===== config.mk =====
export PLATFORM = sky130hd
export DESIGN_NAME = alu_op_sequencer_flat
export DESIGN_NICKNAME = d
export VERILOG_FILES = /design/src/rtl/alu_op_sequencer_if.sv /design/src/rtl/alu_op_sequencer.sv /design/src/flat_wrapper.sv
export SDC_FILE = /design/constraint.sdc
export NUM_CORES = 1
export LEC_CHECK = 0
export BUFFER_PORTS_ARGS = -buffer_cell sky130_fd_sc_hd__buf_2
export CAP_MARGIN = 30
export CORE_ASPECT_RATIO = 1.2
export CORE_MARGIN = 1.5
export CORE_UTILIZATION = 25
export DETAILED_ROUTE_END_ITERATION = 8
export PLACE_DENSITY_LB_ADDON = 0.2
export REMOVE_ABC_BUFFERS = 1
export SLEW_MARGIN = 20
export SYNTH_ARGS = -nofsm -noshare
export SYNTH_HDL_FRONTEND = slang
export SYNTH_SLANG_ARGS = --single-unit

===== constraint.sdc =====
create_clock -name clk -period 3.1 [get_ports clk]
set_input_delay 0.465 -clock clk [delete_from_list [all_inputs] [get_ports clk]]
set_output_delay 0.465 -clock clk [all_outputs]
set_load 0.1 [all_outputs]

===== src/rtl/alu_op_sequencer_if.sv =====
// Bundle for the request, ALU-drive and result ports of alu_op_sequencer.
// master is the sequencer side; slave is the command source / ALU / consumer side.
interface alu_op_sequencer_if;
    logic       in_valid;
    logic       in_ready;
    logic [3:0] in_a;
    logic [3:0] in_b;
    logic [2:0] in_opcode;
    logic [3:0] alu_a;
    logic [3:0] alu_b;
    logic [2:0] alu_opcode;
    logic [7:0] alu_out;
    logic       res_valid;
    logic       res_ready;
    logic [7:0] res_data;
    logic [2:0] res_opcode;
    logic       res_illegal;
    logic       busy;

    modport master (
        input  in_valid, in_a, in_b, in_opcode, alu_out, res_ready,
        output in_ready, alu_a, alu_b, alu_opcode,
        output res_valid, res_data, res_opcode, res_illegal, busy
    );

    modport slave (
        output in_valid, in_a, in_b, in_opcode, alu_out, res_ready,
        input  in_ready, alu_a, alu_b, alu_opcode,
        input  res_valid, res_data, res_opcode, res_illegal, busy
    );
endinterface


===== src/rtl/alu_op_sequencer.sv =====
// Queues ALU requests, drives them onto a combinational ALU one at a time,
// waits a fixed settle time and returns each result on a valid/ready port.
module alu_op_sequencer #(
    parameter int DEPTH         = 4,
    parameter int SETTLE_CYCLES = 1
) (
    input  logic                clk,
    input  logic                rst,
    alu_op_sequencer_if.master  bus
);
    localparam int PW = (DEPTH > 1) ? $clog2(DEPTH) : 1;
    localparam int CW = PW + 1;
    localparam int SW = (SETTLE_CYCLES > 1) ? $clog2(SETTLE_CYCLES) : 1;
    localparam logic [SW-1:0] SETTLE_INIT = SW'(SETTLE_CYCLES - 1);
    localparam logic [CW-1:0] FULL_CNT    = CW'(DEPTH);

    typedef enum logic [1:0] {S_IDLE, S_ISSUE, S_HOLD} state_t;

    logic [10:0]   mem_q [DEPTH];
    logic [PW-1:0] wr_ptr_q, rd_ptr_q;
    logic [CW-1:0] count_q;
    logic          push, pop, empty;
    logic [10:0]   head;

    state_t        state_q, state_d;
    logic [SW-1:0] settle_q, settle_d;
    logic [3:0]    opa_q, opb_q;
    logic [2:0]    opc_q;
    logic          opc_illegal;
    logic          capture;
    logic          res_valid_q, res_valid_d;
    logic [7:0]    res_data_q;
    logic [2:0]    res_opcode_q;
    logic          res_illegal_q;

    // Ready is forced low during reset so nothing is accepted in that cycle.
    assign bus.in_ready = !rst && (count_q != FULL_CNT);
    assign push         = bus.in_valid && bus.in_ready;
    assign empty        = (count_q == '0);
    assign head         = mem_q[rd_ptr_q];
    assign opc_illegal  = opc_q[2] & opc_q[1];

    always_ff @(posedge clk) begin
        if (push) begin
            mem_q[wr_ptr_q] <= {bus.in_opcode, bus.in_a, bus.in_b};
        end
    end

    always_ff @(posedge clk) begin
        if (rst) begin
            wr_ptr_q <= '0;
            rd_ptr_q <= '0;
            count_q  <= '0;
        end else begin
            if (push) wr_ptr_q <= wr_ptr_q + PW'(1);
            if (pop)  rd_ptr_q <= rd_ptr_q + PW'(1);
            case ({push, pop})
                2'b10:   count_q <= count_q + CW'(1);
                2'b01:   count_q <= count_q - CW'(1);
                default: count_q <= count_q;
            endcase
        end
    end

    always_comb begin
        state_d     = state_q;
        settle_d    = settle_q;
        pop         = 1'b0;
        capture     = 1'b0;
        res_valid_d = res_valid_q;
        unique case (state_q)
            S_IDLE: begin
                if (!empty) begin
                    pop      = 1'b1;
                    settle_d = SETTLE_INIT;
                    state_d  = S_ISSUE;
                end
            end
            S_ISSUE: begin
                if (settle_q != '0) begin
                    settle_d = settle_q - SW'(1);
                end else begin
                    capture     = 1'b1;
                    res_valid_d = 1'b1;
                    state_d     = S_HOLD;
                end
            end
            S_HOLD: begin
                if (bus.res_ready) begin
                    res_valid_d = 1'b0;
                    // Refill straight into ISSUE so a full queue streams without a bubble.
                    if (!empty) begin
                        pop      = 1'b1;
                        settle_d = SETTLE_INIT;
                        state_d  = S_ISSUE;
                    end else begin
                        state_d = S_IDLE;
                    end
                end
            end
            default: state_d = S_IDLE;
        endcase
    end

    always_ff @(posedge clk) begin
        if (rst) begin
            state_q       <= S_IDLE;
            settle_q      <= '0;
            opa_q         <= '0;
            opb_q         <= '0;
            opc_q         <= '0;
            res_valid_q   <= 1'b0;
            res_data_q    <= '0;
            res_opcode_q  <= '0;
            res_illegal_q <= 1'b0;
        end else begin
            state_q     <= state_d;
            settle_q    <= settle_d;
            res_valid_q <= res_valid_d;
            if (pop) begin
                {opc_q, opa_q, opb_q} <= head;
            end
            if (capture) begin
                res_data_q    <= opc_illegal ? 8'h00 : bus.alu_out;
                res_opcode_q  <= opc_q;
                res_illegal_q <= opc_illegal;
            end
        end
    end

    assign bus.alu_a       = opa_q;
    assign bus.alu_b       = opb_q;
    assign bus.alu_opcode  = opc_q;
    assign bus.res_valid   = res_valid_q;
    assign bus.res_data    = res_data_q;
    assign bus.res_opcode  = res_opcode_q;
    assign bus.res_illegal = res_illegal_q;
    assign bus.busy        = (state_q != S_IDLE) || !empty;
endmodule


===== src/flat_wrapper.sv =====
// flat-port wrapper written by rule: the top's interface ports become plain ports
module alu_op_sequencer_flat 
#(
    parameter int DEPTH         = 4,
    parameter int SETTLE_CYCLES = 1
)
  (clk, rst, bus_in_valid, bus_in_a, bus_in_b, bus_in_opcode, bus_alu_out, bus_res_ready, bus_in_ready, bus_alu_a, bus_alu_b, bus_alu_opcode, bus_res_valid, bus_res_data, bus_res_opcode, bus_res_illegal, bus_busy);
  alu_op_sequencer_if bus_i ();
  input  logic clk;
  input  logic rst;
  input wire logic [$bits(bus_i.in_valid)-1:0] bus_in_valid;
  input wire logic [$bits(bus_i.in_a)-1:0] bus_in_a;
  input wire logic [$bits(bus_i.in_b)-1:0] bus_in_b;
  input wire logic [$bits(bus_i.in_opcode)-1:0] bus_in_opcode;
  input wire logic [$bits(bus_i.alu_out)-1:0] bus_alu_out;
  input wire logic [$bits(bus_i.res_ready)-1:0] bus_res_ready;
  output wire logic [$bits(bus_i.in_ready)-1:0] bus_in_ready;
  output wire logic [$bits(bus_i.alu_a)-1:0] bus_alu_a;
  output wire logic [$bits(bus_i.alu_b)-1:0] bus_alu_b;
  output wire logic [$bits(bus_i.alu_opcode)-1:0] bus_alu_opcode;
  output wire logic [$bits(bus_i.res_valid)-1:0] bus_res_valid;
  output wire logic [$bits(bus_i.res_data)-1:0] bus_res_data;
  output wire logic [$bits(bus_i.res_opcode)-1:0] bus_res_opcode;
  output wire logic [$bits(bus_i.res_illegal)-1:0] bus_res_illegal;
  output wire logic [$bits(bus_i.busy)-1:0] bus_busy;
  assign bus_i.in_valid = bus_in_valid;
  assign bus_i.in_a = bus_in_a;
  assign bus_i.in_b = bus_in_b;
  assign bus_i.in_opcode = bus_in_opcode;
  assign bus_i.alu_out = bus_alu_out;
  assign bus_i.res_ready = bus_res_ready;
  assign bus_in_ready = bus_i.in_ready;
  assign bus_alu_a = bus_i.alu_a;
  assign bus_alu_b = bus_i.alu_b;
  assign bus_alu_opcode = bus_i.alu_opcode;
  assign bus_res_valid = bus_i.res_valid;
  assign bus_res_data = bus_i.res_data;
  assign bus_res_opcode = bus_i.res_opcode;
  assign bus_res_illegal = bus_i.res_illegal;
  assign bus_busy = bus_i.busy;
  alu_op_sequencer #(.DEPTH(DEPTH), .SETTLE_CYCLES(SETTLE_CYCLES)) u_core (.clk(clk), .rst(rst), .bus(bus_i));
endmodule

==> results_dict.tcl, run 1 <==
set metrics [dict create \
    grt_max_degree 37 \
    grt_pass1_wl_mm 10.58 \
    seq_area_frac_synth_pct 63.57 \
    grt_pass1_vias 1978 \
    hold_buffers 0 \
    grt_usage_pct 10.56 \
    worstPathRequired_ns 2.63 \
    pwr-share-clk_pct 24.5 \
    synth.area.top_cells "edfxtp_1 42%, dfxtp_1 22%, mux4_2 5.0%, a21oi_1 4.6%, mux4_1 3.3%" \
    multi_input_area_sq_um 1025 \
    cts_max_path_buffers 2 \
    drt_first_pass_iters 4 \
    ant_nets 0 \
    post_cts_buffers 0 \
    p_seq_share_pct 33.5 \
    nFillCells 1236 \
    hold_class "in2reg" \
    timing.slew.headroom_pct 44.71 \
    synth_top_area_share_pct 41.95 \
    worstHoldStart "bus_in_opcode[2]" \
    area_growth_pct 21.45 \
    r2r_start "u_core.count_q[0]$_SDFFE_PP0P_" \
    fin_tns_setup_ns 0 \
    cts_root_buf "clkbuf_16" \
    vias 1969 \
    cts_tree "built" \
    syn_area_per_cell_sq_um 13.34 \
    combPwrFrac_pct 42.0 \
    setup_viol 0 \
    wl_met3_microns 308 \
    wl_per_cell_microns 14.52 \
    critical_path.max_fanout 14 \
    tightest_slew_ns 0.8282 \
    peakVddDrop_mv 0.6685 \
    drive_gt1_share_pct 26.39 \
    antenna_found_initial 0 \
    critPathLaunchType "flip-flop" \
    max_freq_ghz 0.4109 \
    clkLatencyLatePin_ns 0.33 \
    internal_power_w 0.002360 \
    arrival_ns 1.97 \
    swShare_pct 45.07 \
    hold_violations 0 \
    rrSetupSlack_ns 0.74 \
    via_per_inst 4.385 \
    rsz0062_at_grt "no" \
    drt_iter0_drc 79 \
    met2WireLength_mm 3.060 \
    hpwlAfterDp_mm 4.380 \
    portBuffers 48 \
    netlist_instances 236 \
    layout_commonest_cell "buf_2" \
    antenna_cells 0 \
    cts_made_buffers 9 \
    holdPathEnd "u_core.mem_q[2][10]$_DFFE_PP_" \
    totalWireLength_mm 6.518 \
    power.density_nw_per_um2 1123 \
    ys_ff_latch 78 \
    clk_pin_slew_ns 0.06 \
    fp.coreArea_sq_um 12170 \
    synth_area_leader_cell "edfxtp_1" \
    rr_endpoint "u_core.count_q[2]$_SDFFE_PP0P_" \
    met1_length_mm 3.011 \
    seqCellArea_sq_um 2002 \
    rows 44 \
    fin_nets 312 \
    max_cap_violations 0 \
    status "finished clean" \
    postCtsResizedCells 0 \
    p_switching_w 0.001936 \
    crit_type "reg2out" \
    reg2reg_depth 9 \
    die_x_microns 105.5 \
    finalClockSkew_ns 0.004409 \
    layout_common_cells "48 x buf_2, 44 x edfxtp_1, 34 x dfxtp_1, 29 x a21oi_1, 17 x nand2_1" \
    io_pins 49 \
    top_layer_used "met4" \
    drcViolationCount 0 \
    maxSlewViolCount 0 \
    design.die.area_sq_um 13280 \
    p_leak_nw 1.398 \
    yosysWarnings 0 \
    htree_levels 3 \
    start_util_pct 25.88 \
    endpoint_kind "output port" \
    p_total_w 0.004296 \
    grt.overflow.total 0 \
    synth_cell_types 34 \
    cts_num_sinks 78 \
    die_h_microns 126.0 \
    min_period_ns 2.434 \
    post-route-period-util_pct 78.50 \
    syn-cell-area_sq_um 3149 \
    globalplace.congestion 0.6768 \
    hold_path_depth 1 \
]
-- power groups by stage --
stage                     Sequential, W  Combinational (W)  Clock (W)
after global routing            0.00147            0.00193    0.00113
after CTS                       0.00145            0.00180    0.00108
after global placement          0.00146            0.00179          0
final                           0.00144            0.00181    0.00105
after detailed placement        0.00147            0.00180          0
after floorplan                 0.00210           0.000788          0
-- logic make-up after synthesis --
| group | count (synthesis) | synth area share, % |
|---|---|---|
| muxes | 14 | 9.376 |
| xor gates and xnor gates | 2 | 0.5563 |
| and+or+nand+nor | 68 | 11.88 |
| DFF | 78 | 63.57 |
| buffers and inverters | 24 | 3.894 |
| adders and majority gates | 6 | 2.622 |
| AOI/OAI and AO/OA | 44 | 8.105 |
-- worst max-delay path, stage by stage (launching register included) --
cell	delay, ns
dfxtp_1	0.35
or3_1	0.57
or3_1	0.40
buf_2	0.30
-- cell type report --
cell class | count | area share [%]
flip-flops and latches | 78 | 52.34
inverters | 8 | 0.7851
multi-input cells | 134 | 26.79
repair buffers | 52 | 7.066
well taps | 161 | 5.267
clock buffers | 9 | 5.888
clock inverters | 7 | 1.865
-- routing by layer --
metal	GRT usage, %	up-vias
li1	-	975
met1	13.09	933
met2	17.15	48
met3	2.536	13
met4	5.318	0
met5	0	-
-- registers in the layout, summed over array words and instances (netlist names) --
| signal | count |
|---|---|
| u_core.bus.res_illegal | 1 |
| u_core.rd_ptr_q | 2 |
| u_core.mem_q | 44 |
| u_core.settle_q | 1 |
| u_core.count_q | 3 |
| u_core.bus.alu_b | 4 |
| u_core.wr_ptr_q | 2 |
| u_core.bus.res_valid | 1 |
| u_core.bus.alu_opcode | 3 |
| u_core.bus.res_data | 8 |
| u_core.state_q | 2 |
| u_core.bus.res_opcode | 3 |
| u_core.bus.alu_a | 4 |
-- Yosys cell counts (all sizes together) --
cell type / instances
edfxtp: 44
dfxtp: 34
a21oi: 29
nand2: 17
nand4: 12
o31ai: 12
buf: 11
mux4: 11
nand3: 10
inv: 8
nor2: 8
clkbuf: 5
ha: 5
and2: 4
nor3b: 4
nand2b: 3
nor2b: 3
or3: 3
mux2: 2
xor2: 2
a22oi: 1
fa: 1
mux2i: 1
nand3b: 1
nor3: 1
o21ai: 1
o21bai: 1
or3b: 1
or4: 1
-- through the flow --
step           hold slack [ns]  cells  utilization, %  instance area [sq um]  setup WS (ns)
2_1_floorplan           0.4750    220               -                   3057         0.9063
3_3_place_gp            0.4363    431           28.88                   3513         0.6540
3_5_place_dp            0.4419    431           28.88                   3513         0.6105
4_1_cts                 0.3412    447           31.31                   3810         0.6640
5_1_grt                 0.3483    449           31.44                   3825         0.5726
6_report                0.3450    449           31.44                   3825         0.6664
-- worst max path at each step --
| stage | from | endpoint | slack, ns | cells after the start |
|---|---|---|---|---|
| 2_1_floorplan | u_core.count_q[2]$_SDFFE_PP0P_ | bus_in_ready | 0.91 | 2 |
| 3_3_place_gp | bus_res_ready | u_core.count_q[2]$_SDFFE_PP0P_ | 0.65 | 10 |
| 3_5_place_dp | bus_res_ready | u_core.count_q[2]$_SDFFE_PP0P_ | 0.61 | 10 |
| 4_1_cts | u_core.count_q[0]$_SDFFE_PP0P_ | bus_busy | 0.66 | 3 |
| 5_1_grt | u_core.count_q[1]$_SDFFE_PP0P_ | u_core.count_q[2]$_SDFFE_PP0P_ | 0.57 | 9 |
| 6_report | u_core.count_q[0]$_SDFFE_PP0P_ | bus_busy | 0.67 | 3 |
(Power assumes the default switching activity.)
==> run 2: changes to the inputs <==
--- a/config.mk
+++ b/config.mk
@@ -5,6 +5,7 @@
 export SDC_FILE = /design/constraint.sdc
 export NUM_CORES = 1
 export LEC_CHECK = 0
+export ABC_AREA = 1
 export BUFFER_PORTS_ARGS = -buffer_cell sky130_fd_sc_hd__buf_2
 export CAP_MARGIN = 30
 export CORE_ASPECT_RATIO = 1.2
==> constraint.sdc (replaced) <==
create_clock -name clk -period 2 [get_ports clk]
set_input_delay 0.3 -clock clk [delete_from_list [all_inputs] [get_ports clk]]
set_output_delay 0.3 -clock clk [all_outputs]
set_load 0.1 [all_outputs]
==> results_dict.tcl, run 2 <==
set metrics [dict create \
    cts_root_buf "clkbuf_16" \
    finalClockSkew_ns 0.005955 \
    fp.coreArea_sq_um 13180 \
    cts_made_buffers 9 \
    via_per_inst 4.007 \
    seqCellArea_sq_um 2002 \
    portBuffers 48 \
    hpwlAfterDp_mm 4.652 \
    vias 2464 \
    p_leak_nw 1.936 \
    final_area_sq_um 4095 \
    maxSlewViolCount 0 \
    layout_commonest_cell "nand2_1" \
    fin_tns_setup_ns 0 \
    dpl-instance-area_sq_um 3805 \
    min_period_ns 1.769 \
    status "finished clean" \
    grt.overflow.total 0 \
    cp-startpoint "u_core.state_q[0]$_SDFFE_PP0P_" \
    drt_first_pass_iters 4 \
    drt_iter0_drc 163 \
    crit_type "reg2reg" \
    clk_pin_slew_ns 0.06 \
    fin_nets 471 \
    max_stage_delay_ns 0.38 \
    fin_util_pct 31.07 \
    synth_most_common_cell "nand2_1" \
    globalplace.congestion 0.6983 \
    tightest_slew_ns 0.4991 \
    critPathLaunchType "flip-flop" \
    rsz0062_at_grt "no" \
    cts_max_path_buffers 2 \
    cts_tree "built" \
    drive_gt1_share_pct 18.34 \
    clkLatencyLatePin_ns 0.33 \
    synth_area_leader_cell "edfxtp_1" \
    drcViolationCount 0 \
    worstPathRequired_ns 2.23 \
    max_cap_violations 0 \
    die_h_microns 129.8 \
    async_reset_ff_share_pct 0 \
    rows 46 \
    io_pins 49 \
    largest_reg_flops 44 \
    timing.final.ws_setup_ns 0.2307 \
    synth.area.top_cells "edfxtp_1 39%, dfxtp_1 20%, nand2_1 12%, inv_1 8.4%, nand3_1 4.5%" \
    antenna_cells 0 \
    grt_pass1_vias 2474 \
    grt_max_degree 25 \
    synth_cell_types 22 \
    cts_num_sinks 78 \
    max_freq_ghz 0.5652 \
    cp-endpoint "u_core.count_q[2]$_SDFFE_PP0P_" \
    nFillCells 1398 \
    worstHoldStart "bus_in_a[1]" \
    area_growth_pct 22.17 \
    start_util_pct 25.43 \
    power.density_nw_per_um2 1617 \
    synth-main-ff-cell "edfxtp_1" \
    antenna_found_initial 0 \
    syn-cell-area_sq_um 3352 \
    peakVddDrop_mv 0.8988 \
    syn_area_per_cell_sq_um 8.706 \
    synth_top_area_share_pct 39.42 \
    layout_common_cells "111 x nand2_1, 73 x inv_1, 48 x buf_2, 44 x edfxtp_1, 40 x nor2_1" \
    grt_usage_pct 11.38 \
    worstPathCellList "inv_2, nand2_2, nand2_2, nand2_4, inv_1, ha_1, inv_1, fa_1, inv_1, nand2_1, nand3_1, nand2_1, nand2_1, nor2_1" \
    totalWireLength_mm 7.270 \
    reg2reg_depth 14 \
    post_cts_buffers 0 \
    htree_levels 3 \
    regMostFlops "u_core.mem_q" \
    wl_per_cell_microns 11.82 \
    die_x_microns 108.7 \
    hold_violations 0 \
    critPathTopFamily "adder cells" \
    place_ws_ns 0.1766 \
    multi_input_area_sq_um 980.9 \
    hold_class "in2reg" \
    netlist_instances 385 \
    critical_path.max_fanout 5 \
    cp_num_buf_inv 4 \
    timing.slew.headroom_pct 66.95 \
    post-route-period-util_pct 88.46 \
    ys_ff_latch 78 \
    setup_viol 0 \
    p_total_w 0.006620 \
    rr_endpoint "u_core.count_q[2]$_SDFFE_PP0P_" \
    rrSetupSlack_ns 0.23 \
    cp.depth 14 \
    endpoint_kind "flip-flop" \
    r2r_start "u_core.state_q[0]$_SDFFE_PP0P_" \
    yosysWarnings 0 \
    arrival_ns 2.00 \
    slowest_stage "fa_1" \
    grt_pass1_wl_mm 11.91 \
    ant_nets 0 \
    design.die.area_sq_um 14110 \
    synthTopCellsByCount "111 x nand2_1, 75 x inv_1, 44 x edfxtp_1, 40 x nor2_1, 34 x dfxtp_1" \
    seq_area_frac_synth_pct 59.72 \
    synth_edf_count 44 \
]
## run 2: worst min-delay path by stage
| stage | cells past startpoint | endpoint |
|---|---|---|
| after floorplan | 1 | u_core.bus.res_data[0]$_SDFFE_PP0P_ |
| after global placement | 2 | u_core.bus.res_data[6]$_SDFFE_PP0P_ |
| after detailed placement | 2 | u_core.bus.res_data[4]$_SDFFE_PP0P_ |
| after CTS | 1 | u_core.mem_q[1][5]$_DFFE_PP_ |
| after global routing | 1 | u_core.mem_q[0][5]$_DFFE_PP_ |
| final | 1 | u_core.mem_q[0][5]$_DFFE_PP_ |
## run 2: metal layers
metal | track usage, % | up-vias | share of wire [%]
met5 | 0 | - | 0
met4 | 5.805 | 0 | 2.1
met3 | 3.047 | 12 | 4.5
met2 | 19.72 | 48 | 47
met1 | 12.79 | 1106 | 46
li1 | - | 1298 | -
## run 2: cell families (layout without fill, tap and decap cells)
family          after synthesis  in the layout  synth area share, %
fa+ha+maj                     6              6                2.464
compound gates               22             22                3.322
buf+inv                      90            152                11.01
simple gates                189            189                23.48
flops                        78             78                59.72
## run 2: repair_timing
action	CTS	global route
hold buffers	0	0
gates resized for setup	0	2
endpoints found under the setup margin	0	1
## run 2: cell type report
| cell class | instances | area share, % |
|---|---|---|
| clock buffer | 9 | 5.500 |
| clock inverter | 7 | 1.589 |
| inverter | 77 | 7.058 |
| multi-input combinational | 217 | 23.95 |
| sequential | 78 | 48.88 |
| tap | 168 | 5.133 |
| timing repair buffer | 59 | 7.883 |
## run 2: stage by stage
step / hold WS (ns) / cells
3_3_place_gp: 0.4466 / 599
3_5_place_dp: 0.4547 / 599
6_report: 0.1853 / 615
2_1_floorplan: 0.3691 / 372
5_1_grt: 0.1736 / 615
4_1_cts: 0.1751 / 615
## run 2: report_power, final
part | total, W | switching (W) | internal (W)
combinational | 0.00294 | 0.00232 | 0.000629
sequential | 0.00208 | 0.000124 | 0.00195
clock | 0.00160 | 0.000642 | 0.000957
total | 0.00662 | 0.00308 | 0.00354
==> run 3: changes to the inputs <==
--- a/config.mk
+++ b/config.mk
@@ -5,12 +5,12 @@
 export SDC_FILE = /design/constraint.sdc
 export NUM_CORES = 1
 export LEC_CHECK = 0
-export ABC_AREA = 1
 export BUFFER_PORTS_ARGS = -buffer_cell sky130_fd_sc_hd__buf_2
 export CAP_MARGIN = 30
-export CORE_ASPECT_RATIO = 1.2
+export CORE_ASPECT_RATIO = 2
 export CORE_MARGIN = 1.5
 export CORE_UTILIZATION = 25
+export CTS_CLUSTER_DIAMETER = 60
 export DETAILED_ROUTE_END_ITERATION = 8
 export PLACE_DENSITY_LB_ADDON = 0.2
 export REMOVE_ABC_BUFFERS = 1
==> results_dict.tcl, run 3 (synthesis results as in run 1) <==
set metrics [dict create \
    layout_commonest_cell "buf_2" \
    timing.final.ws_setup_ns -0.02037 \
    min_period_ns 2.020 \
    max_freq_ghz 0.4950 \
    p_seq_share_pct 30.8 \
    area_growth_pct 27.53 \
    hold_class "in2reg" \
    reg2reg_depth 9 \
    violations "setup timing" \
    critPathLaunchType "flip-flop" \
    clkLatencyLatePin_ns 0.33 \
    grt_usage_pct 11.04 \
    max_stage_delay_ns 0.39 \
    grt.overflow.total 0 \
    die_h_microns 161.7 \
    post-route-period-util_pct 101.0 \
    layout_common_cells "47 x buf_2, 44 x edfxtp_1, 31 x dfxtp_1, 28 x a21oi_1, 19 x buf_4" \
    swShare_pct 43.30 \
    finalClockSkew_ns 0.007186 \
    slowest_stage "or3_4" \
    p_switching_w 0.003074 \
    rsz0062_at_grt "yes" \
    endpoint_kind "output port" \
    cts_root_buf "clkbuf_16" \
    antenna_found_initial 0 \
    max_cap_violations 0 \
    die_x_microns 82.37 \
    hold_path_depth 1 \
    dpl-instance-area_sq_um 3643 \
    drt_iter0_drc 97 \
    final_area_sq_um 4016 \
    io_pins 49 \
    antenna_cells 0 \
    tightest_slew_ns 0.5574 \
    hold_buffers 0 \
    grt_pass1_vias 2117 \
    fin_nets 329 \
    post-place-cells 435 \
    portBuffers 48 \
    regMostFlops "u_core.mem_q" \
    cts_made_buffers 9 \
    design.die.area_sq_um 13320 \
    timing.slew.headroom_pct 62.79 \
    via_per_inst 4.575 \
    p_leak_nw 1.506 \
    wl_per_cell_microns 14.92 \
    fp.coreArea_sq_um 12200 \
    pwr-share-clk_pct 22.7 \
    setup_viol 1 \
    cp_common_cell "or3_4" \
    drt_first_pass_iters 6 \
    grt_pass1_wl_mm 10.78 \
    worstPathRequired_ns 1.70 \
    htree_levels 3 \
    peakVddDrop_mv 1.633 \
    hpwlAfterDp_mm 4.710 \
    status "finished, violations left" \
    cts_num_sinks 78 \
    finalNonFillerCells 452 \
    start_util_pct 25.82 \
    combPwrFrac_pct 46.6 \
    crit_type "reg2out" \
    critical_path.max_fanout 4 \
    ant_nets 0 \
    clk_pin_slew_ns 0.06 \
    cts_max_path_buffers 2 \
    drive_gt1_share_pct 34.10 \
    drcViolationCount 0 \
    globalplace.congestion 0.6985 \
    worstPathCellList "or3_4, buf_8, or3_4, buf_12" \
    cts_tree "built" \
    hold_violations 0 \
    totalWireLength_mm 6.745 \
    rows 57 \
    largest_reg_flops 44 \
    grt_max_degree 37 \
    arrival_ns 1.72 \
    internal_power_w 0.004025 \
    maxSlewViolCount 0 \
    power.density_nw_per_um2 1768 \
    vias 2068 \
]
-- run 3: cell types whose count changed in the layout (fill, tap and decap cells not counted), sizes merged, moves of 10 or more --
| cell | change |
|---|---|
| a21oi | +15 |
| buf | +10 |
| inv | -68 |
| mux4 | +11 |
| nand2 | -97 |
| nand3 | -21 |
| nand4 | +10 |
| nor2 | -33 |
| o31ai | +12 |
-- run 3: worst paths after layout --
check,startpoint,end,slack [ns]
setup / recovery,u_core.count_q[0]$_SDFFE_PP0P_,bus_busy,-0.02
hold / removal,bus_in_opcode[2],u_core.mem_q[0][10]$_DFFE_PP_,0.17
setup reg to reg,u_core.count_q[1]$_SDFFE_PP0P_,u_core.count_q[2]$_SDFFE_PP0P_,0.07
hold reg to reg,u_core.bus.res_data[6]$_SDFFE_PP0P_,u_core.bus.res_data[6]$_SDFFE_PP0P_,0.45
-- run 3: routing by layer --
| metal | up-vias | GRT usage [%] | share of wire (%) |
|---|---|---|---|
| li1 | 1011 | - | - |
| met1 | 991 | 11.17 | 38 |
| met2 | 54 | 19.48 | 55 |
| met3 | 12 | 2.640 | 4.0 |
| met4 | 0 | 6.703 | 3.3 |
| met5 | - | 0 | 0 |
-- run 3: timing repair --
item | in CTS | in global routing
setup endpoints to repair | 2 | 3
setup buffers | 1 | 0
pin swaps | 0 | 1
gates resized for setup | 11 | 8
cloned | 0 | 0
-- run 3: worst max-delay path: cells and delay by family (launching register included) --
kind	cells	cell delay, ns
and+or+nand+nor	2	0.72
buffers and inverters	2	0.30
DFF	1	0.36
-- run 3: cell type report --
type | count | area (sq um)
fillers | 1213 | 8179
flip-flops and latches | 78 | 2011
multi-input cells | 134 | 1060
repair buffers | 69 | 432.9
clock buffers | 9 | 225.2
well taps | 147 | 183.9
clock inverters | 7 | 73.82
inverters | 8 | 30.03
-- run 3: through the flow --
step | utilization [%] | worst slack [ns] | power (W) | TNS, ns | hold WS, ns
floorplan | - | -0.1207 | 0.004475 | -0.1494 | 0.3691
global placement | 29.88 | -0.03147 | 0.005283 | -0.03147 | 0.4365
detailed placement | 29.88 | -0.04725 | 0.005305 | -0.04725 | 0.4430
CTS | 32.72 | -0.01792 | 0.007146 | -0.01792 | 0.1639
global route | 32.93 | -0.06097 | 0.007507 | -0.1111 | 0.1723
finish | 32.93 | -0.02037 | 0.007099 | -0.02037 | 0.1743
-- run 3: power groups by stage --
stage | Sequential [W] | Clock, W | Combinational [W]
global placement | 0.00219 | 0 | 0.00309
detailed placement | 0.00220 | 0 | 0.00311
CTS | 0.00218 | 0.00166 | 0.00331
global route | 0.00222 | 0.00172 | 0.00357
finish | 0.00218 | 0.00161 | 0.00330
floorplan | 0.00325 | 0 | 0.00122
